===== src/rtl/lvds_pkg.sv =====
// lvds_pkg: shared constants, pixel/lane types and link state for the dual LVDS packer
package lvds_pkg;
    localparam logic [6:0] LVDS_CLK_PATTERN = 7'b1100011;
    localparam logic [6:0] LVDS_TRAIN_WORD = 7'b1100011;
    typedef struct packed {
        logic de;
        logic hs;
        logic vs;
        logic [7:0] r;
        logic [7:0] g;
        logic [7:0] b;
    } pixel_t;
    typedef logic [3:0][6:0] lanes_t;
    typedef enum logic [1:0] {IDLE, TRAIN, RUN} state_t;
endpackage


===== src/rtl/lvds_tx_lane_map.sv =====
// lvds_tx_lane_map: combinational pixel to four 7-bit LVDS lanes, VESA or JEIDA ordering
module lvds_tx_lane_map
    import lvds_pkg::*;
#(
    parameter bit MAP_JEIDA = 1'b0
) (
    input  pixel_t pix,
    output lanes_t lanes
);
    assign lanes = MAP_JEIDA
        ? lanes_t'({1'b0, pix.b[1:0], pix.g[1:0], pix.r[1:0],
                    pix.de, pix.vs, pix.hs, pix.b[7:4],
                    pix.b[3:2], pix.g[7:3],
                    pix.g[2], pix.r[7:2]})
        : lanes_t'({1'b0, pix.b[7:6], pix.g[7:6], pix.r[7:6],
                    pix.de, pix.vs, pix.hs, pix.b[5:2],
                    pix.b[1:0], pix.g[5:1],
                    pix.g[0], pix.r[5:0]});
endmodule


===== src/rtl/lvds_tx_dual_packer.sv =====
// lvds_tx_dual_packer: pairs pixels into even/odd LVDS channels, gated by PLL lock and link training.
// Define LVDS_TX_TESTPAT_EN to add the test_en port and the 8-bar colour generator.
module lvds_tx_dual_packer
    import lvds_pkg::*;
#(
    parameter bit MAP_JEIDA = 1'b0,
    parameter int unsigned TRAIN_CYCLES = 1024
) (
    input  logic        clk,
    input  logic        rst_n,
    input  logic        pll_lock,
`ifdef LVDS_TX_TESTPAT_EN
    input  logic        test_en,
`endif
    input  logic        in_de,
    input  logic        in_hs,
    input  logic        in_vs,
    input  logic [7:0]  in_r,
    input  logic [7:0]  in_g,
    input  logic [7:0]  in_b,
    output logic        out_valid,
    output logic [27:0] ch0_data,
    output logic [27:0] ch1_data,
    output logic [6:0]  clk_pattern,
    output logic        link_up,
    output logic        odd_line
);
    localparam logic [15:0] LAST = 16'(TRAIN_CYCLES - 1);
    state_t st, st_nx;
    logic lock_s1, lock_s2, phase, de_q, rise, fall;
    logic [15:0] cnt;
    pixel_t cur, even, odd_pix;
    lanes_t map0, map1;

    assign rise = in_de & ~de_q;
    assign fall = ~in_de & de_q;
    assign clk_pattern = LVDS_CLK_PATTERN;

`ifdef LVDS_TX_TESTPAT_EN
    // {bar, pixel-in-bar}: the bar advances every 64 active pixels
    logic [8:0] bar_cnt;
    logic [2:0] bar;
    always_ff @(posedge clk or negedge rst_n) begin
        if (!rst_n) bar_cnt <= '0;
        else if (rise) bar_cnt <= 9'd1;
        else if (in_de) bar_cnt <= bar_cnt + 9'd1;
    end
    assign bar = rise ? 3'd0 : bar_cnt[8:6];
    assign cur = (test_en && st == RUN)
        ? {in_de, in_hs, in_vs, {8{~bar[1]}}, {8{~bar[2]}}, {8{~bar[0]}}}
        : {in_de, in_hs, in_vs, in_r, in_g, in_b};
`else
    assign cur = {in_de, in_hs, in_vs, in_r, in_g, in_b};
`endif

    always_ff @(posedge clk or negedge rst_n) begin
        if (!rst_n) begin
            st <= IDLE;
            lock_s1 <= 1'b0;
            lock_s2 <= 1'b0;
        end else begin
            st <= st_nx;
            lock_s1 <= pll_lock;
            lock_s2 <= lock_s1;
        end
    end

    always_comb begin
        st_nx = !lock_s2 ? IDLE :
                st == IDLE ? TRAIN :
                (st == TRAIN && cnt == LAST) ? RUN : st;
    end

    always_comb begin
        link_up = st == RUN;
    end

    // a rising DE on phase 1 flushes the blanking pixel as both halves of its own pair
    assign odd_pix = rise ? even : cur;

    lvds_tx_lane_map #(.MAP_JEIDA(MAP_JEIDA)) u_map0 (.pix(even), .lanes(map0));
    lvds_tx_lane_map #(.MAP_JEIDA(MAP_JEIDA)) u_map1 (.pix(odd_pix), .lanes(map1));

    always_ff @(posedge clk or negedge rst_n) begin
        if (!rst_n) begin
            cnt <= '0;
            phase <= 1'b0;
            de_q <= 1'b0;
            even <= '0;
            out_valid <= 1'b0;
            ch0_data <= '0;
            ch1_data <= '0;
            odd_line <= 1'b0;
        end else begin
            de_q <= in_de;
            if (st == IDLE || st_nx == IDLE) begin
                cnt <= '0;
                phase <= 1'b0;
                out_valid <= 1'b0;
                ch0_data <= '0;
                ch1_data <= '0;
                odd_line <= 1'b0;
            end else if (st == TRAIN) begin
                cnt <= cnt + 16'd1;
                phase <= st_nx == RUN ? 1'b0 : ~phase;
                out_valid <= phase;
                ch0_data <= {4{LVDS_TRAIN_WORD}};
                ch1_data <= {4{LVDS_TRAIN_WORD}};
                odd_line <= 1'b0;
            end else begin
                phase <= ~phase | rise;
                out_valid <= phase;
                odd_line <= phase & fall;
                if (phase) begin
                    ch0_data <= map0;
                    ch1_data <= map1;
                end
                if (!phase || rise) even <= cur;
            end
        end
    end
endmodule


===== config.mk =====
export PLATFORM = sky130hd
export DESIGN_NAME = lvds_tx_dual_packer
export DESIGN_NICKNAME = d
export VERILOG_FILES = /design/src/rtl/lvds_pkg.sv /design/src/rtl/lvds_tx_lane_map.sv /design/src/rtl/lvds_tx_dual_packer.sv
export SDC_FILE = /design/constraint.sdc
export NUM_CORES = 1
export LEC_CHECK = 0
export ABC_AREA = 1
export CORE_ASPECT_RATIO = 1.75
export CORE_UTILIZATION = 45
export CTS_BUF_LIST = sky130_fd_sc_hd__clkbuf_8
export CTS_CLUSTER_DIAMETER = 150
export DETAILED_ROUTE_END_ITERATION = 12
export DONT_BUFFER_PORTS = 1
export PLACE_DENSITY = 0.56
export SKIP_LAST_GASP = 1
export SLEW_MARGIN = 20
export SYNTH_ARGS = -nofsm -noshare
export SYNTH_HDL_FRONTEND = slang
export SYNTH_SLANG_ARGS = --single-unit

===== constraint.sdc =====
create_clock -name clk -period 1.7 [get_ports clk]
set_input_delay 0.34 -clock clk [delete_from_list [all_inputs] [get_ports clk]]
set_output_delay 0.34 -clock clk [all_outputs]
set_load 0.01 [all_outputs]

# --- Word level (Yosys, flattened, before mapping) ---
# Index checks and enable logic that the tools add are counted.
# Widths: inputs -> output; s select.
op_classes:
  add_sub_neg: 1
  eq_ne: 4
  muxes: 18
  n_bitwise: 9
  reduce_logical: 9
ops:
  columns: ["operator", "n"]
  rows:
  - ["$mux 28", 6]
  - ["$mux 16", 2]
  - ["$mux 27", 1]
  - ["$add 16x1->16 const B", 1]
  - ["$eq 16x10->1 const B", 1]
  - ["$mux 1", 6]
  - ["$mux 2", 3]
  - ["$not 1->1", 5]
  - ["$eq 2x2->1 const B", 2]
  - ["$logic_not 2->1", 2]
  - ["$and 1x1->1", 3]
  - ["$reduce_and 3->1", 1]
  - ["$reduce_bool 3->1", 1]
  - ["$eq 2x1->1 const B", 1]
  - ["$logic_or 1x1->1", 2]
  - ["$reduce_bool 2->1", 1]
  - ["$logic_and 1x1->1", 1]
  - ["$logic_not 1->1", 1]
  - ["$or 1x1->1", 1]
word_totals:
  regBits: 107
  input_bits: 30
  word_cells: 57

# --- Logic depth before layout (Yosys ltp) ---
logic_depth:
  depth_word: 9
  mapped_depth: 9
  ltp_nobuf: 9

# --- Modules after synthesis ---
# From an unflattened synthesis, not the netlist that was laid out.
unflattened:
  cells_unflattened: 629
  area_unflattened_um2: 5407.7
modules_own_cells:
  columns: ["mod", "instances", "cells_per_inst", "area_per_inst_um2", "seq_area_each_um2"]
  rows:
  - ["lvds_tx_dual_packer", 1, 571, 4979.8, 2677.6]
  - ["lvds_tx_lane_map", 2, 29, 214.0, 0.0]

# --- Worst setup path after synthesis ---
# Ideal clock, no wire load.
synth_timing:
  path_kind: "register to register"
  startpoint: "register st[1]"
  endpoint: "register cnt[14]"
  t_arrival_ns: 1.311
  t_required_ns: 1.569
  path_slack_ns: 0.259
  stages_incl_launch_ff: 7
  synth_period_minus_slack_ns: 1.441
  cell_sequence: "dfrtp_1 -> inv_2 -> nand2_1 -> nor2_2 -> nand4_1 -> o21ai_0 -> a21oi_1"
synth_between:
  elab_chain_len: 8
  word_cells_on_any_way: 10
synth_lines:
  columns: ["element", "line", "text"]
  rows:
  - ["start, declared", "lvds_tx_dual_packer.sv:29", "state_t st, st_nx;"]
  - ["start signal, assigned", "lvds_tx_dual_packer.sv:62", "st <= st_nx;"]
  - ["$eq 2x1->1", "lvds_tx_dual_packer.sv:71, lvds_tx_dual_packer.sv:103", null]
  - ["$logic_and 1x1->1", "lvds_tx_dual_packer.sv:71", "(st == TRAIN && cnt == LAST) ? RUN : st;"]
  - ["$mux 2", "lvds_tx_dual_packer.sv:71", null]
  - ["$mux 2", "lvds_tx_dual_packer.sv:70", "st == IDLE ? TRAIN :"]
  - ["$mux 2", "lvds_tx_dual_packer.sv:69", "st_nx = !lock_s2 ? IDLE :"]
  - ["$logic_not 2->1", "lvds_tx_dual_packer.sv:96", "if (st == IDLE || st_nx == IDLE) begin"]
  - ["$logic_or 1x1->1", "lvds_tx_dual_packer.sv:96", null]
  - ["$mux 16 or $reduce_bool 2->1 (tied branches)", null, null]
  - ["end signal, assigned", "lvds_tx_dual_packer.sv:104", "cnt <= cnt + 16'd1;"]
  - ["end, declared", "lvds_tx_dual_packer.sv:31", "logic [15:0] cnt;"]
# Parallel ways exist; a longest one is shown, timed or not.
# A chain may end at the register's enable or synchronous reset.

# --- Final worst setup path ---
layout_timing:
  startpoint: "register st[0]"
  endpoint: "register cnt[9]"
# The elaborated chain is that of the path after synthesis.

==> flow_summary.yaml <==
finish:
  regArea_sq_um: 2650
  layout_commonest_cell: "nand2_1"
  nets: 553
  fin_util: 0.497
  multi_input_comb_area_sq_um: 1730
  layout-area-overhead-vs-synth_pct: 7.68
  drive_above_1_share: 0.154
  mostFrequentLayoutCells: "nand2_1 (130), dfrtp_1 (106), inv_1 (44)"
  antenna_cells: 0
  fillers: 1005
  final_area_sq_um: 5090
synthesis:
  synth_ff_type: "dfrtp_1"
  netlist_area_sq_um: 4720
  yosys_warnings: 0
  ys_async_sr_fraction: 1.00
  synth.avg_cell_area_sq_um: 9.10
  ys_seq_area_frac: 0.561
  ys_types: 32
  synth_edf_count: 0
  synth-seq-cells: 106
  synth_cells: 519
run:
  drv_cap: 0
route:
  first_pass_iters: 4
  avgViaCountPerCell: 5.21
  routed_wl_um: 10600
  drc: 0
  drt_iter0_markers: 166
  vias: 3399
  ant_nets: 0
  avgRoutedWirePerCell_um: 16.3
timing:
  finalSetupViolations: 0
  period_share: 0.926
  rsz0062_at_grt: "yes"
  hold_viol: 106
  max_freq_mhz: 635
  maxSlewViolCount: 0
  fin_crit_ns: 1.57
  fin_worst_skew_ns: 0.0105
  timing.hold.ws_ns: -0.337
cts:
  clock_latency_ns: 0.36
  cts_tree: "done"
  cts_setup_buffers: 0
  cts_made_buffers: 9
  cts_root_buf: "clkbuf_8"
  ctsHoldBuffers: 2
  clock_path_buffers: 2
  cts_max_level: 3
  path_clk_slew_ns: 0.09
  clock_sinks: 106
floorplan:
  fp-row-count: 49
  fp.dieH_um: 138
  die_area_sq_um: 10900
  die_w_um: 79.5
  initial_core_util: 0.461
  coreArea_sq_um: 10200
  io_pins: 96
global_route:
  grt.total_usage: 0.205
  globalRouteOverflowTotal: 0
  grt_max_degree: 107
  antenna_found_initial: 0
  grt_first_pass_wirelength_um: 16800
  grt_pass1_vias: 3265
placed_design:
  placed_area_sq_um: 4870
  place_congestion: 0.816
  portBuffers: 0
  dp_hpwl_um: 7630
worst_setup_path:
  critPathKind: "flop to flop"
  required_ns: 1.95
  crit_path_max_fanout: 10
  crit_arrival_ns: 1.82
  critPathLaunchType: "flop"
  end_kind: "flop"
outcome:
  status: "finished with violations"
  violations: "negative hold slack"
power:
  p_leak_nw: 2.41
  p_per_area_nw_per_um2: 944
  peakVddDrop_mv: 0.452
worst_hold_path:
  hold_path_class: "primary input to async pin"
## power by group
group          switching [mW]  internal (mW)  total [mW]
Sequential              0.152           2.72        2.87
Combinational           0.315          0.181       0.496
Clock                   0.829          0.603        1.43
Total                    1.30           3.51        4.80
## cell usage after synthesis (all sizes together) (2+ instances only)
master / instances / area share
o21ai: 63 / 0.067
buf: 22 / 0.035
o211ai: 16 / 0.025
nand2: 131 / 0.11
nor2: 44 / 0.050
nand4: 4 / 0.0053
conb: 2 / 0.0016
inv: 48 / 0.038
nor3: 4 / 0.0042
nand3: 24 / 0.025
clkbuf: 9 / 0.0071
a21oi: 37 / 0.058
dfrtp: 106 / 0.56
## worst max-delay path, stage by stage (launching register included)
cell and delay, ns:
dfrtp_1 0.37, inv_1 0.11, nor2_4 0.30, nand3_1 0.15, nor2_1 0.20, nand2_1 0.10, o211ai_1 0.17, inv_1 0.06
## cell families (layout without fill, tap and decap cells)
family / Yosys count / count (layout) / share of synthesized area
other: 2 / 7 / 0.00159
buffers and inverters: 79 / 81 / 0.0800
AND/OR/NAND/NOR: 209 / 209 / 0.193
AO/OA/AOI/OAI: 122 / 122 / 0.161
flip-flops: 106 / 106 / 0.561
adder cells (fa/ha/maj): 1 / 1 / 0.00265
## registers in the layout (all words and copies together), names as in the netlist, 2 cells and up
| signal | flops |
|---|---|
| ch1_data | 27 |
| even | 27 |
| st | 2 |
| ch0_data | 28 |
| cnt | 16 |
## metrics by stage
step / power (mW) / instances / setup slack, ns / setup TNS, ns
floorplan: 3.29 / 524 / 0.259 / 0
global placement: 3.40 / 636 / 0.142 / 0
detailed placement: 3.42 / 636 / 0.119 / 0
CTS: 4.87 / 653 / 0.0925 / 0
global route: 5.05 / 653 / -0.0218 / -0.0218
finish: 4.80 / 653 / 0.125 / 0
## final timing paths
check	cells after the start	endpoint	slack, ns	startpoint
worst max-delay path	7	cnt[9]	0.13	st[0]
worst max register to register	7	cnt[9]	0.13	st[0]
worst min-delay path	0	even[5]	-0.34	rst_n
max in group asynchronous	0	lock_s1	1.87	rst_n
worst min register to register	0	lock_s2	0.37	lock_s1
min in group clk	1	odd_line	0.06	in_de
## routing by layer
| layer | up-vias | share of wire | GRT usage |
|---|---|---|---|
| met5 | - | 0 | 0 |
| met2 | 72 | 0.53 | 0.350 |
| met3 | 16 | 0.054 | 0.0510 |
| met4 | 0 | 0.026 | 0.0939 |
| met1 | 1632 | 0.39 | 0.239 |
| li1 | 1679 | - | - |
## cell type report
cell class	count	share of cell area
Tap cell	127	0.0312
Clock inverter	4	0.00541
Sequential cell	106	0.521
Timing Repair Buffer	18	0.0374
Inverter	48	0.0354
Multi-Input combinational cell	339	0.339
Clock buffer	11	0.0298
## repair_timing
| item | CTS | global route |
|---|---|---|
| endpoints found under the hold margin | 108 | 106 |
| endpoints found under the setup margin | 0 | 7 |
| resized for setup | 0 | 4 |
Note: power is estimated with default switching activity, not from simulation.
